--- config.mk ---
export PLATFORM = sky130hd
export DESIGN_NAME = ps_setpoint_coef_sequencer
export DESIGN_NICKNAME = d
export VERILOG_FILES = /design/src/rtl/ps_setpoint_coef_sequencer_pkg.sv /design/src/rtl/ps_setpoint_coef_sequencer_fifo.sv /design/src/rtl/ps_setpoint_coef_sequencer.sv
export SDC_FILE = /design/constraint.sdc
export NUM_CORES = 1
export LEC_CHECK = 0
export ABC_CLOCK_PERIOD_IN_PS = 5700
export BUFFER_PORTS_ARGS = -buffer_cell sky130_fd_sc_hd__buf_4
export CAP_MARGIN = 40
export CORE_MARGIN = 3
export CORE_UTILIZATION = 50
export CTS_CLUSTER_DIAMETER = 60
export CTS_CLUSTER_SIZE = 14
export DETAILED_ROUTE_END_ITERATION = 16
export PLACE_DENSITY_LB_ADDON = 0.12
export SKIP_CTS_REPAIR_TIMING = 1
export SYNTH_ARGS = -nofsm -noshare
export SYNTH_HDL_FRONTEND = slang
export SYNTH_SLANG_ARGS = --single-unit
--- constraint.sdc ---
create_clock -name clk -period 5.7 [get_ports clk]
set_clock_uncertainty 0.05 [all_clocks]
set_input_delay 0.285 -clock clk [delete_from_list [all_inputs] [get_ports clk]]
set_output_delay 0.285 -clock clk [all_outputs]
set_load 0.05 [all_outputs]
--- src/rtl/ps_setpoint_coef_sequencer_pkg.sv ---
// Shared types for the setpoint coefficient write sequencer:
// table encodings, queued-write entry and timing defaults.
package ps_setpoint_coef_sequencer_pkg;

    localparam logic [1:0] TBL_GAIN      = 2'd0;
    localparam logic [1:0] TBL_FFB_CLIP  = 2'd1;
    localparam logic [1:0] TBL_PS_OFFSET = 2'd2;
    localparam logic [1:0] TBL_PS_CLIP   = 2'd3;

    localparam int ENTRY_ADDR_W = 5;
    localparam int ENTRY_DATA_W = 32;

    localparam int DEF_BUSY_CYCLES  = 32;
    localparam int DEF_IDLE_TIMEOUT = 65535;

    typedef struct packed {
        logic [1:0]              tbl;
        logic [ENTRY_ADDR_W-1:0] addr;
        logic [ENTRY_DATA_W-1:0] data;
    } coef_entry_t;

    typedef enum logic [1:0] {
        ST_IDLE,
        ST_ARMED,
        ST_DRAIN
    } seq_state_t;

endpackage

--- src/rtl/ps_setpoint_coef_sequencer_fifo.sv ---
// coef_write_fifo: synchronous FIFO with occupancy count; a push and
// pop in the same cycle are both honoured even when full.
module coef_write_fifo #(
    parameter int W     = 39,
    parameter int DEPTH = 16
) (
    input  logic                     clk,
    input  logic                     reset,
    input  logic                     push,
    input  logic [W-1:0]             din,
    input  logic                     pop,
    output logic [W-1:0]             dout,
    output logic [$clog2(DEPTH):0]   count,
    output logic                     full
);
    localparam int AW = $clog2(DEPTH);
    localparam int CW = AW + 1;

    logic [W-1:0]  mem [DEPTH];
    logic [AW-1:0] wptr;
    logic [AW-1:0] rptr;
    logic          wr;
    logic          rd;

    assign full = (count == CW'(DEPTH));
    assign rd   = pop && (count != '0);
    assign wr   = push && (!full || rd);
    assign dout = mem[rptr];

    always_ff @(posedge clk) begin
        if (wr) mem[wptr] <= din;
    end

    always_ff @(posedge clk) begin
        if (reset) begin
            wptr  <= '0;
            rptr  <= '0;
            count <= '0;
        end else begin
            if (wr) wptr <= wptr + 1'b1;
            if (rd) rptr <= rptr + 1'b1;
            unique case ({wr, rd})
                2'b10:   count <= count + 1'b1;
                2'b01:   count <= count - 1'b1;
                default: count <= count;
            endcase
        end
    end

endmodule

--- src/rtl/ps_setpoint_coef_sequencer.sv ---
// Frame-aligned coefficient write sequencer. Define
// PS_SETPOINT_COEF_BATCH_EN to enable hostHold batch staging.
module ps_setpoint_coef_sequencer
    import ps_setpoint_coef_sequencer_pkg::*;
#(
    parameter int RESULT_COUNT       = 24,
    parameter int RESULT_COUNT_WIDTH = (RESULT_COUNT > 1) ? $clog2(RESULT_COUNT) : 1,
    parameter int DBUS_WIDTH         = 32,
    parameter int FIFO_DEPTH         = 16,
    parameter int BUSY_CYCLES        = DEF_BUSY_CYCLES,
    parameter int IDLE_TIMEOUT       = DEF_IDLE_TIMEOUT
) (
    input  logic                          clk,
    input  logic                          reset,
    input  logic                          hostWriteStrobe,
    input  logic [1:0]                    hostTable,
    input  logic [RESULT_COUNT_WIDTH-1:0] hostAddress,
    input  logic [DBUS_WIDTH-1:0]         hostData,
    input  logic                          hostHold,
    input  logic                          dinToggle,
    input  logic                          statusClear,
    output logic                          gainWriteStrobe,
    output logic                          ffbClipWriteStrobe,
    output logic                          psOffsetWriteStrobe,
    output logic                          psClipWriteStrobe,
    output logic [RESULT_COUNT_WIDTH-1:0] writeAddress,
    output logic [DBUS_WIDTH-1:0]         writeData,
    output logic                          fifoFull,
    output logic [$clog2(FIFO_DEPTH):0]   pendingCount,
    output logic                          overflow,
    output logic                          tornFrame
);
    localparam int CW = $clog2(FIFO_DEPTH) + 1;
    localparam int BW = $clog2(BUSY_CYCLES + 1);
    localparam int QW = $clog2(IDLE_TIMEOUT + 1);

    seq_state_t    state;
    seq_state_t    state_next;
    logic          toggle_q;
    logic          frame_edge;
    logic [BW-1:0] busy_count;
    logic [QW-1:0] quiet_count;
    logic [CW-1:0] committed;
    logic [CW-1:0] committed_next;
    logic          push_ok;
    logic          pop;
    logic          go;
    logic          torn_set;
    logic          ovf_set;
    coef_entry_t   wr_entry;
    coef_entry_t   head;

    assign frame_edge = dinToggle ^ toggle_q;
    assign push_ok    = hostWriteStrobe && (!fifoFull || pop);
    assign ovf_set    = hostWriteStrobe && fifoFull && !pop;
    assign go         = !frame_edge
                        && ((busy_count == BW'(1))
                        || (quiet_count == QW'(IDLE_TIMEOUT) && busy_count == '0));

    assign wr_entry.tbl  = hostTable;
    assign wr_entry.addr = ENTRY_ADDR_W'(hostAddress);
    assign wr_entry.data = ENTRY_DATA_W'(hostData);

    coef_write_fifo #(
        .W     ($bits(coef_entry_t)),
        .DEPTH (FIFO_DEPTH)
    ) u_fifo (
        .clk   (clk),
        .reset (reset),
        .push  (push_ok),
        .din   (wr_entry),
        .pop   (pop),
        .dout  (head),
        .count (pendingCount),
        .full  (fifoFull)
    );

`ifdef PS_SETPOINT_COEF_BATCH_EN
    logic hold_q;

    // Releasing hold commits everything queued, staged or not.
    always_comb begin
        committed_next = committed + CW'(push_ok && !hostHold) - CW'(pop);
        if (hold_q && !hostHold)
            committed_next = pendingCount + CW'(push_ok) - CW'(pop);
    end

    always_ff @(posedge clk) begin
        if (reset) hold_q <= 1'b0;
        else       hold_q <= hostHold;
    end
`else
    logic unused_hold;
    assign unused_hold = hostHold;

    always_comb begin
        committed_next = committed + CW'(push_ok) - CW'(pop);
    end
`endif

    always_comb begin
        state_next = state;
        pop        = 1'b0;
        torn_set   = 1'b0;
        unique case (state)
            ST_IDLE, ST_ARMED: begin
                if (committed == '0) begin
                    state_next = ST_IDLE;
                end else if (go) begin
                    pop        = 1'b1;
                    state_next = ST_DRAIN;
                end else begin
                    state_next = ST_ARMED;
                end
            end
            ST_DRAIN: begin
                if (committed == '0) begin
                    state_next = ST_IDLE;
                end else if (frame_edge) begin
                    torn_set   = 1'b1;
                    state_next = ST_ARMED;
                end else begin
                    pop = 1'b1;
                end
            end
            default: state_next = ST_IDLE;
        endcase
    end

    always_ff @(posedge clk) begin
        if (reset) begin
            state               <= ST_IDLE;
            toggle_q            <= dinToggle;
            busy_count          <= '0;
            quiet_count         <= '0;
            committed           <= '0;
            gainWriteStrobe     <= 1'b0;
            ffbClipWriteStrobe  <= 1'b0;
            psOffsetWriteStrobe <= 1'b0;
            psClipWriteStrobe   <= 1'b0;
            writeAddress        <= '0;
            writeData           <= '0;
            overflow            <= 1'b0;
            tornFrame           <= 1'b0;
        end else begin
            state     <= state_next;
            toggle_q  <= dinToggle;
            committed <= committed_next;
            if (frame_edge)              busy_count <= BW'(BUSY_CYCLES);
            else if (busy_count != '0)   busy_count <= busy_count - 1'b1;
            if (frame_edge)              quiet_count <= '0;
            else if (quiet_count != QW'(IDLE_TIMEOUT))
                quiet_count <= quiet_count + 1'b1;
            gainWriteStrobe     <= pop && (head.tbl == TBL_GAIN);
            ffbClipWriteStrobe  <= pop && (head.tbl == TBL_FFB_CLIP);
            psOffsetWriteStrobe <= pop && (head.tbl == TBL_PS_OFFSET);
            psClipWriteStrobe   <= pop && (head.tbl == TBL_PS_CLIP);
            if (pop) begin
                writeAddress <= RESULT_COUNT_WIDTH'(head.addr);
                writeData    <= DBUS_WIDTH'(head.data);
            end
            overflow  <= ovf_set || (overflow && !statusClear);
            tornFrame <= torn_set || (tornFrame && !statusClear);
        end
    end

endmodule

==> results.tsv, run 1 <==
stage	metric	value	unit
worst_setup_path	path_cells	or4_1, or2_1, a2111oi_2, nor2_1, inv_1, ha_1, xor2_1, ha_1, nand2b_1, a21boi_0, o21a_1, or4_1, a21oi_1	
logic_synthesis	synth.yosys.seq_area_share	75.2	%
logic_synthesis	async_reset_ff_share	0	%
place	dp_cells	2059	
logic_synthesis	synth-seq-cells	714	
clock_network	clock_latency	620	ps
die	start_util	50.6	%
logic_synthesis	synth_cell_types	59	
clock_network	cts.path.max_buffers	3	
global_route	antenna_found_initial	3	
sta	hold_viol	0	
global_route	grt_pass1_wl	84200	microns
sta	period_minus_slack	3980	ps
logic_synthesis	synth_area_leader_cell	edfxtp_1	
detailed_routing	drt_iter0_drc	1162	
worst_setup_path	slowest_delay	620	ps
layout	multi_input_area	6390	sq um
detailed_routing	num_vias	13000	
clock_network	cts_tree	yes	
clock_network	clock-sinks	714	
die	core	53900	sq um
clock_network	cts.clk_slew.worst_paths	60	ps
detailed_routing	m1WireLength	24600	microns
logic_synthesis	yosysTopAreaCellShare	68.6	%
detailed_routing	avgViaCountPerCell	5.90	
power_and_ir_drop	ir_drop	0.219	mV
clock_network	clock-root-buffer	clkbuf_16	
layout	layout.cells.non_filler	2212	
logic_synthesis	synth_warnings	0	
sta	setup_viol	0	
min_path	min_from	hostWriteStrobe	
power_and_ir_drop	p_leak	9.90	nW
clock_network	cts_buffers	59	
logic_synthesis	synth_flop_cell	edfxtp_1	
sta	fmax	252	MHz
layout	final_util	58.0	%
die	io_pins	94	
flow_run	cap_violations	0	
worst_setup_path	cp_slowest_cell	a2111oi_2	
die	fp.dieW	240	microns
global_route	grt_max_degree	119	
detailed_routing	ant_nets	0	
min_path	holdCritPathClass	in2reg	
detailed_routing	drc	0	
logic_synthesis	synthCells	1304	
logic_synthesis	syn-num-nets	1368	
place	hpwl	28200	microns
layout	area_growth	14.5	%
die	fp.dieH	240	microns
worst_setup_path	crit_path_start	u_fifo.count[1]	
worst_setup_path	rr_startpoint	u_fifo.count[1]	
sta	worst_slew_pin_slew	901	ps
detailed_routing	drt_first_pass_iters	5	
power_and_ir_drop	fin_total_pwr	0.0104	W
logic_synthesis	yosysMostFrequentCell	edfxtp_1	
detailed_routing	highest_layer	met5	
layout	drive_above_1_share	27.9	%
sta	rsz0062_at_grt	no	
detailed_routing	routed_wl	56600	microns
worst_setup_path	path_class	reg2reg	
logic_synthesis	avgSynthCellArea	20.9	sq um
worst_setup_path	cp-end-kind	flip-flop	
layout	seqCellArea	20600	sq um
sta	slew_viol_final	0	
sta	slew_headroom	40.0	%
logic_synthesis	synth_edf_count	624	
logic_synthesis	synth.area.top_cells	edfxtp_1 69%, mux4_2 16%, dfxtp_1 6.6%	
logic_synthesis	synth.cell_area	27300	sq um
worst_setup_path	critPathTopFamily	simple AND/OR/NAND/NOR gates	
place	gp_congestion	0.740	
layout	nNetsFinal	1531	
die	die-area	57400	sq um
layout	fill_cells	3988	
worst_setup_path	critPathRequiredTime	6200	ps
sta	period_share	69.7	%
clock_network	cts_max_level	2	
place	io_buffers	92	
power_and_ir_drop	powerDensity	331	nW/um^2
logic_synthesis	yosys-top-cells-count	624 x edfxtp_1, 195 x mux4_2, 90 x dfxtp_1	
global_route	grt_use_total	20.1	%
global_route	grt_pass1_vias	13200	
worst_setup_path	cp_max_fo	9	
detailed_routing	wire_per_inst	25.6	microns
detailed_routing	met3WireLength	3060	microns
outcome	status	finished clean	
worst_setup_path	cp.arrival	4470	ps
detailed_routing	route.met2.wl	28100	microns
global_route	gr-total-overflow	0	
worst_setup_path	start_kind	flip-flop	
die	rows	85	
worst_setup_path	crit_buf_inv	1	
-- final timing paths --
kind | end | slack (ps) | cells after the start
setup / recovery | u_fifo.count[4] | 1720 | 13
hold / removal | u_fifo.wptr[1] | 80 | 4
hold reg to reg | writeAddress[4] | 410 | 1
setup reg to reg | u_fifo.count[4] | 1720 | 13
-- state kept, by name, summed over array words and instances, names as in the netlist, 2 cells and up, named ones only --
| name | flops |
|---|---|
| quiet_count | 16 |
| u_fifo.count | 5 |
| u_fifo.wptr | 4 |
| writeData | 32 |
| busy_count | 6 |
| u_fifo.rptr | 4 |
| u_fifo.mem | 624 |
| committed | 5 |
| state | 2 |
| writeAddress | 5 |
-- placed cells by master (no fill, tap or decap), drive strengths merged, types with 5 or more instances in the layout --
| cell type | instances |
|---|---|
| xnor2 | 10 |
| o21ai | 11 |
| nor2 | 36 |
| or3 | 6 |
| nor4 | 9 |
| a21oi | 21 |
| o31ai | 7 |
| ha | 18 |
| edfxtp | 624 |
| nand2 | 20 |
| xor2 | 12 |
| clkbuf | 99 |
| dfxtp | 90 |
| nand2b | 7 |
| nand3 | 5 |
| clkinv | 6 |
| inv | 57 |
| buf | 125 |
| o2bb2ai | 37 |
| or4 | 8 |
| mux4 | 195 |
| nand4 | 6 |
| dlygate4sd3 | 43 |
| nor3 | 18 |
-- final cells by class --
class | instances | share of cell area, %
Sequential cell | 714 | 65.7
Multi-Input combinational cell | 470 | 20.4
Clock buffer | 99 | 5.34
Timing Repair Buffer | 168 | 4.73
Tap cell | 696 | 2.78
Inverter | 54 | 0.648
Clock inverter | 10 | 0.320
Antenna cell | 1 | 0.00800
-- worst reg2reg max path, delay by kind of cell (launching register included) --
kind	cells	cell delay [ps]
compound gates	4	1030
xor+xnor	1	110
fa+ha+maj	2	560
buf+inv	1	140
flops	1	390
simple gates	5	1630
-- report_power, final --
group          internal, W  leakage, nW  total (W)  switching, W
logic             0.000289         2.68   0.000704      0.000415
registers          0.00578         6.37    0.00583     0.0000535
clock network      0.00204        0.852    0.00381       0.00177
-- kinds of logic after synthesis --
kind of cell,Yosys count,share of synthesized area [%]
DFF,714,75.2
and+or+nand+nor,135,2.70
muxes,198,16.2
buffers and inverters,120,1.70
adders and majority gates,19,0.898
AOI/OAI and AO/OA,96,2.56
xor gates and xnor gates,22,0.706
-- through the flow --
| stage | cell area (sq um) | setup WS [ps] | hold slack [ps] | setup TNS [ps] |
|---|---|---|---|---|
| 2_1_floorplan | 27300 | -431 | 263 | -67300 |
| 3_3_place_gp | 29000 | 1810 | 377 | 0 |
| 3_5_place_dp | 29100 | 1760 | 379 | 0 |
| 4_1_cts | 30800 | 1730 | -283 | 0 |
| 5_1_grt | 31300 | 1500 | 101 | 0 |
| 6_report | 31300 | 1720 | 85.0 | 0 |
-- routing by layer --
| layer | vias up | GRT usage [%] |
|---|---|---|
| met5 | - | 0 |
| met3 | 69 | 3.79 |
| met4 | 2 | 4.31 |
| met1 | 6969 | 28.3 |
| met2 | 297 | 33.1 |
| li1 | 5703 | - |
(Power assumes the default switching activity.)
==> inputs of run 2 (changes only) <==
--- a/config.mk
+++ b/config.mk
@@ -5,7 +5,7 @@
 export SDC_FILE = /design/constraint.sdc
 export NUM_CORES = 1
 export LEC_CHECK = 0
-export ABC_CLOCK_PERIOD_IN_PS = 5700
+export ABC_CLOCK_PERIOD_IN_PS = 3450
 export BUFFER_PORTS_ARGS = -buffer_cell sky130_fd_sc_hd__buf_4
 export CAP_MARGIN = 40
 export CORE_MARGIN = 3
==> constraint.sdc (replaced) <==
create_clock -name clk -period 3.45 [get_ports clk]
set_clock_uncertainty 0.05 [all_clocks]
set_input_delay 0.1725 -clock clk [delete_from_list [all_inputs] [get_ports clk]]
set_output_delay 0.1725 -clock clk [all_outputs]
set_load 0.05 [all_outputs]
==> results.tsv, run 2 (synthesis results as in run 1) <==
stage	metric	value	unit
power_and_ir_drop	powerDensity	543	nW/um^2
power_and_ir_drop	fin_total_pwr	0.0172	W
clock_network	clock-sinks	714	
place	hpwl	31200	microns
global_route	grt_pass1_vias	13400	
die	fp.dieH	240	microns
worst_setup_path	start_kind	flip-flop	
detailed_routing	drc	0	
sta	hold_viol	0	
clock_network	cts_buffers	58	
flow_run	cap_violations	0	
detailed_routing	ant_nets	0	
layout	nNetsFinal	1558	
global_route	gr-total-overflow	0	
global_route	grt_pass1_wl	87400	microns
global_route	grt_use_total	20.8	%
place	place_area	29500	sq um
layout	drive_above_1_share	29.7	%
detailed_routing	drt_iter0_drc	984	
sta	slew_viol_final	0	
outcome	status	finished clean	
global_route	grt_max_degree	54	
place	io_buffers	92	
detailed_routing	wire_per_inst	25.9	microns
layout	multi_input_area	6570	sq um
layout	design_area	31800	sq um
die	fp.dieW	240	microns
detailed_routing	routed_wl	58100	microns
place	pre_cts_ws	-25.4	ps
detailed_routing	drt_first_pass_iters	5	
detailed_routing	avgViaCountPerCell	5.88	
global_route	gr-usage-met2	34.3	%
layout	largestRegisters	u_fifo.mem (624), writeData (32), quiet_count (16)	
die	die-area	57400	sq um
clock_network	clock-root-buffer	clkbuf_16	
sta	fmax	302	MHz
sta	setup_viol	0	
clock_network	clock_latency	630	ps
die	start_util	50.6	%
sta	period_share	95.9	%
power_and_ir_drop	ir_drop	0.413	mV
global_route	grt_use_met1	29.8	%
die	core	53900	sq um
worst_setup_path	critPathRequiredTime	3690	ps
clock_network	cts.clk_slew.worst_paths	70	ps
layout	final_common_cell	edfxtp_1	
min_path	holdCritPathClass	in2reg	
worst_setup_path	cp_max_fo	34	
clock_network	cts_max_level	2	
layout	final_cell_mix	624 x edfxtp_1, 195 x mux4_2, 137 x buf_4, 82 x dfxtp_1, 59 x clkbuf_16	
sta	worst_slew_pin_slew	800	ps
global_route	antenna_found_initial	4	
global_route	busiest_layer	met2	
worst_setup_path	cp-end-kind	flip-flop	
die	io_pins	94	
layout	regMostFlops	u_fifo.mem	
sta	period_minus_slack	3310	ps
place	gp_congestion	0.742	
clock_network	cts_tree	yes	
layout	largest_reg_flops	624	
global_route	use_met3	3.15	%
worst_setup_path	cp.arrival	3550	ps
worst_setup_path	path_class	reg2reg	
sta	setup_ws	141	ps
die	rows	85	
layout	area_growth	16.4	%
power_and_ir_drop	p_leak	10.1	nW
layout	seqCellArea	20600	sq um
clock_network	cts.path.max_buffers	3	
sta	slew_headroom	46.3	%
sta	rsz0062_at_grt	no	
layout	fill_cells	3897	
detailed_routing	num_vias	13200	
==> run 2: cell types whose count changed in the layout (fill, tap and decap cells not counted), moves of 4 or more <==
cell	delta
buf_12	+11
nor3_4	+12
nor3_2	-12
nor4_4	+5
clkbuf_1	+5
nor4_2	-5
dfxtp_1	-4
buf_4	+19
==> run 2: final cells by class <==
cell class / count / area share (%)
inverters: 54 / 0.638
clock inverters: 8 / 0.437
diodes: 4 / 0.0315
clock buffers: 101 / 5.18
repair buffers: 196 / 5.57
multi-input cells: 470 / 20.7
flip-flops and latches: 714 / 64.7
well taps: 696 / 2.74
==> run 2: worst max-delay path, cell delays in order (launching register included) <==
cell	delay (ps)
dfxtp_1	340
nor4_1	510
and2_1	320
a2111oi_4	110
buf_4	180
or2_1	260
buf_12	190
nor4_4	610
buf_12	380
==> run 2: metrics by stage <==
| stage | instances | util (%) | hold WS (ps) | setup TNS, ps |
|---|---|---|---|---|
| floorplan | 1304 | - | 150 | 0 |
| global placement | 2083 | 54.7 | 256 | 0 |
| detailed placement | 2084 | 54.7 | 262 | -25.4 |
| CTS | 2193 | 58.0 | -389 | -51.4 |
| global route | 2242 | 58.9 | 206 | 0 |
| finish | 2243 | 58.9 | 197 | 0 |
==> run 2: power breakdown <==
| group | total [W] | leakage [nW] | switching (W) | internal (W) |
|---|---|---|---|---|
| clock | 0.00639 | 0.845 | 0.00293 | 0.00346 |
| combinational | 0.00122 | 2.84 | 0.000715 | 0.000504 |
| sequential | 0.00964 | 6.37 | 0.0000864 | 0.00955 |
| total | 0.0172 | 10.1 | 0.00373 | 0.0135 |
==> run 2: layer usage <==
metal  part of all wire (%)  vias to the layer above
li1                       -                     5761
met1                     44                     7049
met2                     50                      311
met3                    4.6                       69
met4                    1.6                        0
met5                      0                        -
==> run 2: path summary, 6_finish.rpt <==
kind | from | end | slack [ps] | depth (start not counted)
worst min register to register | writeData[2] | writeData[2] | 410 | 1
worst max register to register | busy_count[4] | u_fifo.mem[2][7] | 140 | 8
worst min-delay path | dinToggle | toggle_q | 200 | 2
worst max-delay path | busy_count[4] | u_fifo.mem[2][7] | 140 | 8
